$ cat src/rtl/add_vector_sched.sv
// Vector adder front-end: streams N element pairs through one shared,
// pipelined scalar adder and reassembles the in-order results into c.
module add_vector_sched #(
  parameter int    BITS      = 16,
  parameter string PRECISION = "HALF",
  parameter int    N         = 3
) (
  input  logic            clk,
  input  logic            rst,
  input  logic            in_valid,
  output logic            in_ready,
  input  logic [BITS-1:0] a [N],
  input  logic [BITS-1:0] b [N],
  output logic            out_valid,
  output logic [BITS-1:0] c [N],
  output logic            add_in_valid,
  output logic [BITS-1:0] add_a,
  output logic [BITS-1:0] add_b,
  input  logic            add_out_valid,
  input  logic [BITS-1:0] add_c,
  output logic            err
);

  localparam int CW = $clog2(N + 1);
  localparam logic [CW-1:0] LAST = CW'(N - 1);
  localparam logic [CW-1:0] NUM  = CW'(N);

  typedef enum logic [1:0] {
    IDLE,
    ISSUE,
    DRAIN,
    DONE
  } state_e;

  state_e          state_q, state_d;
  logic [BITS-1:0] a_reg_q [N];
  logic [BITS-1:0] a_reg_d [N];
  logic [BITS-1:0] b_reg_q [N];
  logic [BITS-1:0] b_reg_d [N];
  logic [BITS-1:0] c_q [N];
  logic [BITS-1:0] c_d [N];
  logic [CW-1:0]   idx_q, idx_d;
  logic [CW-1:0]   ret_cnt_q, ret_cnt_d;
  logic            err_q, err_d;

  logic accept;
  logic ret_ok;
  logic ret_bad;
  logic last_ret;
  logic unused_prec;

  // Format tag is carried for documentation only.
  assign unused_prec = (PRECISION == "HALF");

  assign accept   = in_valid && in_ready;
  assign ret_ok   = add_out_valid
                 && (state_q == ISSUE || state_q == DRAIN)
                 && (ret_cnt_q != NUM);
  assign ret_bad  = add_out_valid && !ret_ok;
  assign last_ret = ret_ok && (ret_cnt_q == LAST);

  always_ff @(posedge clk or posedge rst) begin
    if (rst) begin
      state_q <= IDLE;
    end else begin
      state_q <= state_d;
    end
  end

  always_comb begin
    state_d = state_q;
    unique case (state_q)
      IDLE: begin
        if (accept) state_d = ISSUE;
      end
      ISSUE: begin
        // Early completion only if the adder returns faster than issue.
        if (last_ret)
          state_d = DONE;
        else if (idx_q == LAST)
          state_d = DRAIN;
      end
      DRAIN: begin
        if (last_ret) state_d = DONE;
      end
      DONE: begin
        state_d = IDLE;
      end
      default: state_d = IDLE;
    endcase
  end

  always_comb begin
    in_ready     = (state_q == IDLE) && !rst;
    out_valid    = (state_q == DONE);
    add_in_valid = (state_q == ISSUE);
    add_a        = '0;
    add_b        = '0;
    if (state_q == ISSUE) begin
      for (int i = 0; i < N; i++) begin
        if (idx_q == CW'(i)) begin
          add_a = a_reg_q[i];
          add_b = b_reg_q[i];
        end
      end
    end
  end

  always_comb begin
    a_reg_d   = a_reg_q;
    b_reg_d   = b_reg_q;
    c_d       = c_q;
    idx_d     = idx_q;
    ret_cnt_d = ret_cnt_q;
    err_d     = err_q || ret_bad;
    if (accept) begin
      a_reg_d   = a;
      b_reg_d   = b;
      idx_d     = '0;
      ret_cnt_d = '0;
    end
    if (state_q == ISSUE && idx_q != NUM) begin
      idx_d = idx_q + 1'b1;
    end
    if (ret_ok) begin
      for (int i = 0; i < N; i++) begin
        if (ret_cnt_q == CW'(i)) c_d[i] = add_c;
      end
      ret_cnt_d = ret_cnt_q + 1'b1;
    end
  end

  always_ff @(posedge clk or posedge rst) begin
    if (rst) begin
      a_reg_q   <= '{default: '0};
      b_reg_q   <= '{default: '0};
      c_q       <= '{default: '0};
      idx_q     <= '0;
      ret_cnt_q <= '0;
      err_q     <= 1'b0;
    end else begin
      a_reg_q   <= a_reg_d;
      b_reg_q   <= b_reg_d;
      c_q       <= c_d;
      idx_q     <= idx_d;
      ret_cnt_q <= ret_cnt_d;
      err_q     <= err_d;
    end
  end

  assign c   = c_q;
  assign err = err_q;

endmodule

$ cat config.mk
export PLATFORM = sky130hd
export DESIGN_NAME = add_vector_sched
export DESIGN_NICKNAME = d
export VERILOG_FILES = /design/src/rtl/add_vector_sched.sv
export SDC_FILE = /design/constraint.sdc
export NUM_CORES = 1
export LEC_CHECK = 0
export BUFFER_PORTS_ARGS = -buffer_cell sky130_fd_sc_hd__buf_4
export CORE_MARGIN = 2
export CORE_UTILIZATION = 50
export DETAILED_ROUTE_END_ITERATION = 10
export PLACE_DENSITY = 0.86
export SYNTH_ARGS = -nofsm -noshare
export SYNTH_HDL_FRONTEND = slang
export SYNTH_SLANG_ARGS = --single-unit
$ cat constraint.sdc
create_clock -name clk -period 9.4 [get_ports clk]
set_input_delay 1.41 -clock clk [delete_from_list [all_inputs] [get_ports clk]]
set_output_delay 1.41 -clock clk [all_outputs]
set_load 0.02 [all_outputs]
==> results.md <==
- Placement Setup Slack: roughly 5.3 ns
- Startpoint type of the worst setup path: flop
- Max-Cap Viols: 0
- Final setup margin: slightly below 5 ns
- CP max FO: 38
- Yosys reg bits: ~150
- Hold Vio Cnt, Final: 0
- Post-synth EDFFs: 0
- Leak pwr: around 4.3 nW
- WL final: between 15000 and 20000 um
- Post-synth net total: 639
- Max IR drop VDD: ~200 uV
- Hold WC Path Type: flop to flop
- Final design area excluding fillers: around 0.009 mm^2
- NumNets Final: 830
- Seq/Total Area, Yosys: ~56%
- Share of layout cells above drive strength 1: 54.28%
- CTS tree: done
- Clock sink total: between 150 and 200
- Area growth, synth to finish: 33.99%
- CTS Hold Buffers Added: 0
- Largest net degree at the start of global routing: 88
- Longest Clk Path Bufs: 2
- CP Data Required Time: ~8 ns
- Initial core utilization: 50.91%
- Postcts setup bufs: 0
- Crit-path cells: inv_1 -> ha_1 -> buf_4 -> nor2b_2 -> a22oi_1 -> o21ai_0 -> and2_1 -> buf_4
- Number of H-tree levels: 4
- Hold Crit Start: err$_DFF_PP0_
- Total gr overflow: 0
- Final setup viols: 0
- Top cells by area, synth: dfrtp_1, mux2_2, a22oi_1, and2_1, ha_1
- CP bufs+invs: 3
- Post-placement cell area: about 0.0083 mm^2
- Placeable Area: between 0.01 and 0.015 mm^2
- CP arrival: between 3 and 4 ns
- WHS Endpoint: err$_DFF_PP0_
- Mapped Avg Cell Area: between 10 and 15 um^2
- Avg WL per Cell: between 15 and 20 um
- Hold path depth: 1
- First-pass GRT wire length: 24730 um
- Power per Cell Area: ~360 mW/mm^2
- Initial DRC count: slightly above 300
- Top-area cell type share of the netlist area: ~56%
- Top-level port count: 200
- Number of diodes: 0
- Critical R2R Capture: b_reg_q[2]$_DFFE_PP0P_
- Ys flop type: dfrtp_1
- Number of port buffers: 199
- Sequential standard cell area: around 0.0038 mm^2
- Distinct cells, synth: 31
- Async set-reset flop share out of synthesis: 100.0%
- Total CTS buffers: 17
- First drt pass iteration count: 4
- Total GRT Usage: between 20% and 30%
- Slew Viols, Final: 0
- Area leader, netlist: dfrtp_1
- Instance count of the mapped netlist: 510
- Clock Skew: 0.005302 ns
- Util after Layout: roughly two thirds
- Vias: about 4700
- DRC Markers: 0
- Setup_tns: 0 ns
- R2R depth: 6
- R2r setup slk: 6.70 ns
- Clk slew on worst S/H paths: 0.06 ns
- CP peak stage delay: roughly 1.1 ns
- CTS Root Cell: clkbuf_16
- Worst-path cell with the longest stage delay: nor2b_2
- Worst path most repeated cell: buf_4
- Top Family by Delay on Critical Path: simple AND/OR/NAND/NOR gates
- Number of global-route vias before repair: a little over 5000
- Final GP Congestion: ~0.8
- Die X: approximately 120 um
- R2r startpoint: state_q[0]$_DFFE_PP0P_
- CP endpoint kind: output pin
- Maximum clock frequency: ~220 MHz
- Via density per instance: 5.274
- Status: complete, no violations
- Ys Warns: 0
- Clock insertion delay at the later pin of the skew report: roughly 0.4 ns
- Post-Syn Area: roughly 0.0067 mm^2
- PostCTS Resize Cnt: 0
- Final Critical Period: 4.564 ns
- Max transition margin: roughly 12%
- Fin crit share: 48.55%
- Initial antenna violation count: 0
- FILL cells: about 940
- Die Height: between 100 and 150 um
- Row count: 42
- DRT antenna net count: 0
- Worst-margin pin slew: 1.321 ns
- Die footprint: about 0.014 mm^2
- RSZ-0062 raised after global routing: false
- Path type of the worst setup path: flop to output pin
- Area of the multi-input gates: ~0.0028 mm^2
- Hpwl dp: roughly 11000 um
area by class of cell:
type	count	share of cell area [%]
Sequential cell	151	42.00
Inverter	9	0.4311
Tap cell	176	2.448
Clock inverter	6	1.766
Clock buffer	25	5.841
Timing Repair Buffer	202	16.85
Multi-Input combinational cell	320	30.66
cells in the final DEF (no fill, tap or decap), drive strengths merged, types with 2 or more instances in the layout:
cell and instances:
ha 13, nand2b 3, buf 202, clkbuf 25, and2 27, inv 9, nor2b 8, nand2 39
nand3 2, nand3b 5, mux2 145, a21oi 11, dfrtp 151, o21ai 31, a22oi 27, bufinv 5
cell usage after synthesis, types with 2 or more instances:
| library cell | n |
|---|---|
| nand2b_1 | 3 |
| nand3_1 | 2 |
| buf_2 | 15 |
| inv_1 | 9 |
| o21ai_0 | 30 |
| a22oi_1 | 27 |
| a21oi_1 | 11 |
| buf_6 | 2 |
| ha_1 | 13 |
| nand2_1 | 36 |
| buf_4 | 2 |
| and2_1 | 27 |
| mux2_2 | 144 |
| nor2b_1 | 8 |
| dfrtp_1 | 151 |
| nand3b_1 | 5 |
| buf_1 | 2 |
| nand2_4 | 2 |
| clkbuf_1 | 9 |
kinds of logic (layout without fill, tap and decap cells):
family	after synthesis	in the layout	share of synthesized area (%)
fa+ha+maj	13	13	2.422
compound gates	73	73	6.726
simple gates	88	88	7.267
buf+inv	39	242	2.795
flops	151	151	56.27
mux	146	146	24.52
flip-flops by register name (all words and copies together), names as in the netlist:
signal / flops
state_q: 2
ret_cnt_q: 2
err: 1
c: 48
b_reg_q: 48
idx_q: 2
a_reg_q: 48
routing by layer:
layer  routed length (um)  part of all wire, %  global-route usage (%)
met5                    0                    0                       0
met4                  246                  1.6                   8.015
met3                 1300                  8.4                   7.652
met2                 7590                   49                   37.11
met1                 6341                   41                   26.64
per-stage QoR:
step	total power, W	instances	hold WS [ns]
floorplan	0.002026	510	0.4793
global placement	0.002412	858	0.4435
detailed placement	0.002495	858	0.4629
CTS	0.003272	889	0.4792
global route	0.003430	889	0.5139
finish	0.003245	889	0.4771
power by group:
part | switching, W | leakage [nW] | internal [W]
combinational | 0.000656 | 2.12 | 0.000657
sequential | 0.000184 | 1.81 | 0.000981
clock | 0.000247 | 0.336 | 0.000520
how the worst max path moves through the flow:
stage | start | to | slack (ns) | cells past startpoint
3_5_place_dp | idx_q[1]$_DFFE_PP0P_ | add_a[3] | 5.31 | 8
5_1_grt | idx_q[1]$_DFFE_PP0P_ | add_b[8] | 4.57 | 8
6_report | idx_q[1]$_DFFE_PP0P_ | add_b[8] | 4.84 | 8
2_1_floorplan | rst | a_reg_q[0]$_DFFE_PP0P_ | 3.93 | 1
4_1_cts | idx_q[1]$_DFFE_PP0P_ | add_b[8] | 4.81 | 8
3_3_place_gp | idx_q[1]$_DFFE_PP0P_ | add_a[13] | 5.54 | 8
worst register-to-register path, stage by stage (launching register included):
cell     delay, ns
dfrtp_1       0.44
inv_1         0.11
ha_1          0.25
and2b_1       0.21
nand2_4       0.40
buf_4         0.73
mux2_2        0.44
Power figures use the tool's default switching activity.
